`config.mk`:
```
export PLATFORM = sky130hd
export DESIGN_NAME = alu_seq_flat
export DESIGN_NICKNAME = d
export VERILOG_FILES = /design/src/rtl/alu_seq_if.sv /design/src/rtl/alu_seq.sv /design/src/flat_wrapper.sv
export SDC_FILE = /design/constraint.sdc
export NUM_CORES = 1
export LEC_CHECK = 0
export ABC_CLOCK_PERIOD_IN_PS = 3490
export CAP_MARGIN = 20
export CORE_ASPECT_RATIO = 0.6
export CORE_MARGIN = 2
export CORE_UTILIZATION = 53
export CTS_CLUSTER_DIAMETER = 120
export DETAILED_ROUTE_END_ITERATION = 8
export HOLD_SLACK_MARGIN = 0.1
export PLACE_DENSITY = 0.73
export SLEW_MARGIN = 20
export SYNTH_ARGS = -nofsm -noshare
export SYNTH_HDL_FRONTEND = slang
export SYNTH_SLANG_ARGS = --single-unit
```
`constraint.sdc`:
```
create_clock -name i_clk -period 3.49 [get_ports i_clk]
set_clock_uncertainty 0.2 [all_clocks]
set_input_delay 0.5235 -clock i_clk [delete_from_list [all_inputs] [get_ports i_clk]]
set_output_delay 0.5235 -clock i_clk [all_outputs]
set_load 0.05 [all_outputs]
```
`src/rtl/alu_seq_if.sv`:
```
// rtl/alu_seq_if.sv - request/response bundle between operand issuer, alu_seq and result consumer
interface alu_seq_if #(
   parameter int WIDTH = 8
);
   logic                 i_valid;
   logic [WIDTH-1:0]     i_a;
   logic [WIDTH-1:0]     i_b;
   logic [2:0]           i_control;
   logic                 o_ready;
   logic                 o_valid;
   logic [2*WIDTH:0]     o_out;
   logic                 o_err;

   modport master (
      output i_valid, i_a, i_b, i_control,
      input  o_ready, o_valid, o_out, o_err
   );

   modport slave (
      input  i_valid, i_a, i_b, i_control,
      output o_ready, o_valid, o_out, o_err
   );
endinterface

```
`src/rtl/alu_seq.sv`:
```
// rtl/alu_seq.sv - multi-cycle ALU with iterative shift-add multiply and restoring divide
module alu_seq #(
   parameter int WIDTH = 8
) (
   input  logic      i_clk,
   input  logic      i_rst,
   alu_seq_if.slave  bus
);
   localparam int OW = 2 * WIDTH + 1;
   localparam int CW = $clog2(WIDTH + 1);

   localparam logic [2:0] OP_ADD = 3'd0;
   localparam logic [2:0] OP_SUB = 3'd1;
   localparam logic [2:0] OP_MUL = 3'd2;
   localparam logic [2:0] OP_DIV = 3'd3;
   localparam logic [2:0] OP_AND = 3'd4;
   localparam logic [2:0] OP_OR  = 3'd5;
   localparam logic [2:0] OP_XOR = 3'd6;

   typedef enum logic [1:0] {IDLE, EXEC, DONE} state_t;

   state_t             state, state_next;
   logic [WIDTH-1:0]   opa, opb;
   logic [2:0]         op;
   logic [CW-1:0]      cnt;
   logic [2*WIDTH-1:0] work;
   logic [OW-1:0]      out_q;
   logic               err_q;
   logic               valid_q;

   logic               iterative, last, finish;
   logic [WIDTH:0]     mul_sum, div_t, div_diff;
   logic               div_ge;
   logic [2*WIDTH-1:0] mul_work, div_work, step;
   logic [OW-1:0]      res;
   logic               res_err;

   // work holds {partial product, multiplier} for mul and {remainder, dividend/quotient} for div
   assign mul_sum  = {1'b0, work[2*WIDTH-1:WIDTH]} + (work[0] ? {1'b0, opa} : '0);
   assign mul_work = {mul_sum, work[WIDTH-1:1]};
   assign div_t    = {work[2*WIDTH-1:WIDTH], work[WIDTH-1]};
   assign div_ge   = div_t >= {1'b0, opb};
   assign div_diff = div_t - {1'b0, opb};
   assign div_work = {(div_ge ? div_diff[WIDTH-1:0] : div_t[WIDTH-1:0]), work[WIDTH-2:0], div_ge};
   assign step     = (op == OP_MUL) ? mul_work : div_work;

   assign iterative = (op == OP_MUL) || ((op == OP_DIV) && (opb != '0));
   assign last      = !iterative || (cnt == CW'(WIDTH - 1));
   assign finish    = (state == EXEC) && last;

   always_ff @(posedge i_clk) begin
      if (i_rst) state <= IDLE;
      else       state <= state_next;
   end

   always_comb begin
      state_next = state;
      case (state)
         IDLE:    if (bus.i_valid) state_next = EXEC;
         EXEC:    if (last) state_next = DONE;
         default: state_next = IDLE;
      endcase
   end

   always_comb begin
      res     = '0;
      res_err = 1'b0;
      case (op)
         OP_ADD: res = OW'(opa) + OW'(opb);
         OP_SUB: res = OW'(opa) - OW'(opb);
         OP_MUL: res = {1'b0, mul_work};
         OP_DIV: begin
            if (opb == '0) begin
               res     = {1'b0, opa, {WIDTH{1'b1}}};
               res_err = 1'b1;
            end else begin
               res = {1'b0, div_work};
            end
         end
         OP_AND: res = OW'(opa & opb);
         OP_OR:  res = OW'(opa | opb);
         OP_XOR: res = OW'(opa ^ opb);
         default: begin
            res     = '0;
            res_err = 1'b1;
         end
      endcase
   end

   always_ff @(posedge i_clk) begin
      if (i_rst) begin
         opa     <= '0;
         opb     <= '0;
         op      <= '0;
         cnt     <= '0;
         work    <= '0;
         out_q   <= '0;
         err_q   <= 1'b0;
         valid_q <= 1'b0;
      end else begin
         valid_q <= finish;
         case (state)
            IDLE: begin
               if (bus.i_valid) begin
                  opa  <= bus.i_a;
                  opb  <= bus.i_b;
                  op   <= bus.i_control;
                  cnt  <= '0;
                  work <= (bus.i_control == OP_DIV) ? {{WIDTH{1'b0}}, bus.i_a}
                                                    : {{WIDTH{1'b0}}, bus.i_b};
               end
            end
            EXEC: begin
               if (iterative) begin
                  work <= step;
                  cnt  <= cnt + CW'(1);
               end
               if (last) begin
                  out_q <= res;
                  err_q <= res_err;
                  cnt   <= '0;
               end
            end
            default: ;
         endcase
      end
   end

   assign bus.o_ready = (state == IDLE);
   assign bus.o_valid = valid_q;
   assign bus.o_out   = out_q;
   assign bus.o_err   = err_q;
endmodule

```
`src/flat_wrapper.sv`:
```
// flat-port wrapper written by rule: the top's interface ports become plain ports
module alu_seq_flat 
#(
   parameter int WIDTH = 8
)
  (i_clk, i_rst, bus_i_valid, bus_i_a, bus_i_b, bus_i_control, bus_o_ready, bus_o_valid, bus_o_out, bus_o_err);
  alu_seq_if #(.WIDTH(WIDTH)) bus_i ();
  input  logic i_clk;
  input  logic i_rst;
  input wire logic [$bits(bus_i.i_valid)-1:0] bus_i_valid;
  input wire logic [$bits(bus_i.i_a)-1:0] bus_i_a;
  input wire logic [$bits(bus_i.i_b)-1:0] bus_i_b;
  input wire logic [$bits(bus_i.i_control)-1:0] bus_i_control;
  output wire logic [$bits(bus_i.o_ready)-1:0] bus_o_ready;
  output wire logic [$bits(bus_i.o_valid)-1:0] bus_o_valid;
  output wire logic [$bits(bus_i.o_out)-1:0] bus_o_out;
  output wire logic [$bits(bus_i.o_err)-1:0] bus_o_err;
  assign bus_i.i_valid = bus_i_valid;
  assign bus_i.i_a = bus_i_a;
  assign bus_i.i_b = bus_i_b;
  assign bus_i.i_control = bus_i_control;
  assign bus_o_ready = bus_i.o_ready;
  assign bus_o_valid = bus_i.o_valid;
  assign bus_o_out = bus_i.o_out;
  assign bus_o_err = bus_i.o_err;
  alu_seq #(.WIDTH(WIDTH)) u_core (.i_clk(i_clk), .i_rst(i_rst), .bus(bus_i));
endmodule
```
=== Yosys cells after proc, flatten, opt, wreduce, memory -nomap -nowiden ===
Index checks and enable logic that the tools add are counted.
Widths: inputs -> output; s select.

* Bits in latches: 0
* Register bits: 60
* Memories: 0
* Bits in writable memories: 0
* Memory bits (read-only): 0

* $mul: 0
* Divide/modulo/power cells: 0
* Multiplexer cells: 18
* Equality and inequality tests: 13
* $add $sub $neg: 5
* Shift operators: 0
* Bitwise gates (word level): 3
* Reductions and logical operators: 16
* $lt $le $gt $ge: 1

{| class="wikitable"
|+ Operator list
! operator !! count
|-
| $pmux 17 s7 || 1
|-
| $mux 16 || 4
|-
| $pmux 16 s2 || 1
|-
| $mux 8 || 3
|-
| $add 8x8->9 || 2
|-
| $mux 4 || 3
|-
| $eq 3x2->1 const B || 3
|-
| $eq 3x3->1 const B || 3
|-
| $ge 9x8->1 || 1
|-
| $sub 8x8->9 || 1
|-
| $and 8x8->8 || 1
|-
| $logic_not 8->1 || 1
|-
| $or 8x8->8 || 1
|-
| $pmux 4 s2 || 1
|-
| $reduce_bool 8->1 || 1
|-
| $sub 8x8->8 || 1
|-
| $xor 8x8->8 || 1
|-
| $reduce_and 2->1 || 3
|-
| $reduce_and 3->1 || 2
|-
| $reduce_or 6->1 || 1
|-
| $add 4x1->4 const B || 1
|-
| $eq 4x3->1 const B || 1
|-
| $mux 2 || 2
|-
| $ne 2x1->1 const B || 2
|-
| other kinds (13) || 15
|}

=== Logic depth before layout (Yosys ltp) ===
* Depth after elaboration: 7
* Depth in mapped cells: 11
* Mapped depth without buffers: 10

=== Least setup slack after synthesis ===
OpenSTA, ideal clock, no wires.

* Kind: register to register
* Start: reg u_core.opb[1]
* End: reg u_core.work[13]
* Path buffers: 1
* Stages on the path, launching flop included: 11
* Setup time: 0.132 ns
* Setup slack: 0.943 ns
* Data required time: 3.158 ns
* Arrival time: 2.215 ns
* Path through: dfxtp_1 > inv_1 > ha_1 > nor2b_1 > o21bai_1 > nand3b_1 > o21ai_1 > buf_4 > a21oi_1 > a2111oi_0 > nor3_1

* Longest elaborated chain between the ends: 5
* Elaborated cells between the ends (all ways): 11
* Those cells by class: 1 x add/sub; 1 x order compare; 1 x eq/ne; 4 x mux; 4 x reduce/logical

{| class="wikitable"
|+ RTL lines
! element !! line !! RTL
|-
| start: declaration || alu_seq.sv:23 || <nowiki>logic [WIDTH-1:0] opa, opb;</nowiki>
|-
| start signal: assignment || alu_seq.sv:106 || <nowiki>opb <= bus.i_b;</nowiki>
|-
| $sub 8x8->8, or another cell as far along || alu_seq.sv:43 || <nowiki>assign div_diff = div_t - {1'b0, opb};</nowiki>
|-
| $mux 8 / $logic_and 1x1->1 (equally long branches) || alu_seq.sv:44, alu_seq.sv:47 ||
|-
| $mux 16 / $logic_or 1x1->1 (equally long branches) || alu_seq.sv:45, alu_seq.sv:47 ||
|-
| $mux 16 / $ne 2x1->1 (equally long branches) || -- ||
|-
| $pmux 16 s2 / $reduce_and 3->1 (equally long branches) || -- ||
|-
| end signal: assignment || alu_seq.sv:109 || <nowiki>work <= (bus.i_control == OP_DIV) ? {{WIDTH{1'b0}}, bus.i_a}</nowiki>
|-
| end signal: assignment || alu_seq.sv:115 || <nowiki>work <= step;</nowiki>
|-
| end: declaration || alu_seq.sv:26 || <nowiki>logic [2*WIDTH-1:0] work;</nowiki>
|}

Parallel ways exist; a longest one is shown, timed or not. The select of a mux whose other input is x is not followed.
A chain may end at the register's enable or synchronous reset.

=== Worst setup path in the final report ===
* Start: reg u_core.work[0]
* End: reg u_core.out_q[13], in the netlist u_core.bus.o_out[13]

* Longest elaborated chain between the ends: 3

{| class="wikitable"
|+ RTL lines
! element !! line !! RTL
|-
| $mux 8 || alu_seq.sv:39 || <nowiki>assign mul_sum = {1'b0, work[2*WIDTH-1:WIDTH]} + (work[0] ? {1'b0, opa} : '0);</nowiki>
|-
| $add 8x8->9 || alu_seq.sv:39 ||
|-
| $pmux 17 s7 || alu_seq.sv:68 || <nowiki>case (op)</nowiki>
|-
| end signal: assignment || alu_seq.sv:119 || <nowiki>out_q <= res;</nowiki>
|-
| end: declaration || alu_seq.sv:27 || <nowiki>logic [OW-1:0] out_q;</nowiki>
|}

Every way passes these cells.

==> impl_metrics.json <==
{
  "status": "finished clean",
  "cts_hold_buf": 0,
  "slew_headroom_pct": 44.7,
  "fin_util_pct": 64.3,
  "cts_root_buf": "clkbuf_16",
  "p_comb_share_pct": 27.9,
  "gr-usage-met2_pct": 44.8,
  "wl_per_cell_um": 21.2,
  "grt.busiest_layer": "met1",
  "dr.pass1.iters": 5,
  "syn_inst": 628,
  "p_int_mw": 1.55,
  "grt_overflow_total": 0,
  "synth_seq_cells": 60,
  "dp_hpwl_um": 12500,
  "initial_core_util_pct": 55.3,
  "synth_area_mm2": 0.00479,
  "grt_pass1_vias": 4623,
  "synth.top_cell.area_share_pct": 25.1,
  "die_area_mm2": 0.00984,
  "endpoint_kind": "flop",
  "cpMostUsedCell": "a211oi_1",
  "drc": 0,
  "gp_congestion": 1.04,
  "finalSetupViolations": 0,
  "switching_power_mw": 0.838,
  "ant_nets": 0,
  "htree_num_levels": 3,
  "fill_cells": 759,
  "yosysWarnings": 0,
  "fmax_ghz": 0.332,
  "grt_use_met1_pct": 52.9,
  "synth.most_common_cell": "nand2_1",
  "cts_buffers": 9,
  "clk_path_buf_depth": 2,
  "p_leak_nw": 2.16,
  "numClockSinks": 60,
  "min_from": "u_core.bus.o_out[0]$_SDFFE_PP0P_",
  "cp.arrival_ns": 3.03,
  "synth-seq-area-share_pct": 25.1,
  "num_antenna_cells": 0,
  "ir_worst_vdd_v": 0.000241,
  "antenna_found_initial": 0,
  "final-max-slew-violation-count": 0,
  "multi_input_area_mm2": 0.00333,
  "drive_gt1_share_pct": 9.05,
  "rsz0062_at_grt": "no",
  "critPathMaxStageDelay_ns": 0.44,
  "io_buffers": 41,
  "synthTopCellsByArea": "dfxtp_1 25%, ha_1 11%, nand2_1 7.4%",
  "ioPinCount": 42,
  "cp.required_ns": 3.51,
  "r2r-start": "u_core.work[0]$_SDFFE_PP0P_",
  "drt_iter0_markers": 605,
  "synth_common_cells": "94 x nand2_1, 69 x a21oi_1, 60 x dfxtp_1",
  "crit_family": "compound AO/OA/AOI/OAI gates",
  "grt_max_degree": 43,
  "crit_chain": "and2_1 > ha_1 > fa_1 > a211oi_1 > o21bai_1 > a21oi_1 > xor2_1 > nor2_1 > a211oi_1 > o22ai_1",
  "synth.avg_cell_area_um2": 7.62,
  "layout.nets": 725,
  "crit_path_top_delay_cell": "fa_1",
  "min_to": "u_core.bus.o_out[0]$_SDFFE_PP0P_",
  "wirelength_um": 16500,
  "num_rows": 26,
  "start_kind": "flop",
  "final_hold_viol_count": 0,
  "clkLatencyLatePin_ns": 0.35,
  "post_cts_buffers": 0,
  "crit_type": "flop to flop",
  "syn_to_final_growth_pct": 16.2,
  "power_frac_seq_pct": 32.8,
  "grt_first_pass_wirelength_um": 25900,
  "viasPerCell": 6.35,
  "dp.cells": 759,
  "cts_tree": "yes",
  "reg2reg_depth": 10,
  "ys.flop_type": "dfxtp_1",
  "core_mm2": 0.00865,
  "syn_nets": 695,
  "cellPowerDensity_mw_per_mm2": 429,
  "tightest_slew_ns": 0.828,
  "drv_cap": 0,
  "synth_edf_count": 0,
  "p_sw_share_pct": 35.1,
  "min_period_ns": 3.01,
  "min_path_type": "flop to flop",
  "fin_cells": 775,
  "crit_buf_inv": 0,
  "tns_ns": 0,
  "cts_resized": 0,
  "post-synth-top-area-cell": "dfxtp_1",
  "grt_use_met3_pct": 12.6,
  "grt_use_total_pct": 34.7,
  "rrSetupSlack_ns": 0.48,
  "regToRegEndpoint": "u_core.bus.o_out[13]$_SDFFE_PP0P_",
  "vias": 4922,
  "clk_pin_slew_ns": 0.06,
  "min_path_cells": 2,
  "yosysUniqueCellTypes": 65,
  "clkPwrFrac_pct": 39.2,
  "seqCellArea_mm2": 0.00120,
  "crit_fanout": 11,
  "die_y_um": 77.6,
  "post-route-period-util_pct": 86.3,
  "synthArstFlopShare_pct": 0,
  "fp.dieW_um": 127
}
layout make-up:
type                            count  share of cell area [%]
Clock buffer                       10                    4.29
Clock inverter                      6                    1.26
Inverter                           26                    1.75
Multi-Input combinational cell    509                    59.8
Sequential cell                    60                    21.6
Tap cell                          112                    2.52
Timing Repair Buffer               52                    8.77
per-stage QoR:
| stage | total power, mW | hold WS, ns | worst slack [ns] | instance area, um^2 |
|---|---|---|---|---|
| 2_1_floorplan | 1.24 | 0.255 | 0.943 | 4790 |
| 3_3_place_gp | 1.44 | 0.229 | 0.632 | 5260 |
| 3_5_place_dp | 1.44 | 0.248 | 0.594 | 5260 |
| 4_1_cts | 2.37 | 0.255 | 0.570 | 5570 |
| 5_1_grt | 2.49 | 0.300 | 0.308 | 5570 |
| 6_report | 2.39 | 0.255 | 0.480 | 5570 |
registers in the layout (all words and copies together) (netlist names):
name                count
u_core.op               3
u_core.state            2
u_core.cnt              4
u_core.bus.o_valid      1
u_core.bus.o_err        1
u_core.opa              8
u_core.work            16
u_core.bus.o_out       17
u_core.opb              8
power by group through the flow:
| stage | clock network, mW | registers [mW] | logic, mW |
|---|---|---|---|
| final | 0.937 | 0.784 | 0.666 |
| after CTS | 0.942 | 0.780 | 0.648 |
| after global placement | 0 | 0.794 | 0.641 |
| after detailed placement | 0 | 0.795 | 0.644 |
| after floorplan | 0 | 0.815 | 0.427 |
| after global routing | 0.978 | 0.787 | 0.721 |
cell families after synthesis:
kind of cell | after synthesis | synth area share, %
muxes | 17 | 3.89
xor gates and xnor gates | 18 | 3.29
and+or+nand+nor | 219 | 22.4
adders and majority gates | 45 | 12.4
DFF | 60 | 25.1
AOI/OAI and AO/OA | 210 | 27.6
buffers and inverters | 59 | 5.38
tightest hold or removal path, stage by stage, from the launching register on:
cell and delay (ns):
dfxtp_1 0.31, nand2_1 0.06, nand2_1 0.04
how the worst max path moves through the flow:
stage | slack (ns) | depth (start not counted) | startpoint | to
3_3_place_gp | 0.63 | 9 | u_core.opa[1]$_SDFFE_PP0P_ | u_core.bus.o_out[9]$_SDFFE_PP0P_
4_1_cts | 0.57 | 10 | u_core.work[0]$_SDFFE_PP0P_ | u_core.bus.o_out[13]$_SDFFE_PP0P_
3_5_place_dp | 0.59 | 10 | u_core.work[0]$_SDFFE_PP0P_ | u_core.bus.o_out[13]$_SDFFE_PP0P_
5_1_grt | 0.31 | 10 | u_core.work[0]$_SDFFE_PP0P_ | u_core.bus.o_out[13]$_SDFFE_PP0P_
6_report | 0.48 | 10 | u_core.work[0]$_SDFFE_PP0P_ | u_core.bus.o_out[13]$_SDFFE_PP0P_
2_1_floorplan | 0.94 | 10 | u_core.opb[1]$_SDFFE_PP0P_ | u_core.work[13]$_SDFFE_PP0P_
per-layer routing:
layer	routed length [um]	up-vias
li1	-	2315
met1	7930	2277
met4	289	0
met3	2150	27
met2	6090	303
met5	0	-
cell usage in the layout, fill, tap and decap left out, types with 13 or more instances in the layout:
master,instances
a21oi_1,69
clkdlybuf4s50_1,40
dfxtp_1,60
ha_1,41
inv_1,26
mux2_2,13
nand2_1,94
nand3_1,15
nor2_1,48
o211ai_1,14
o21ai_0,45
No activity file was read; power rests on OpenSTA's default activity.
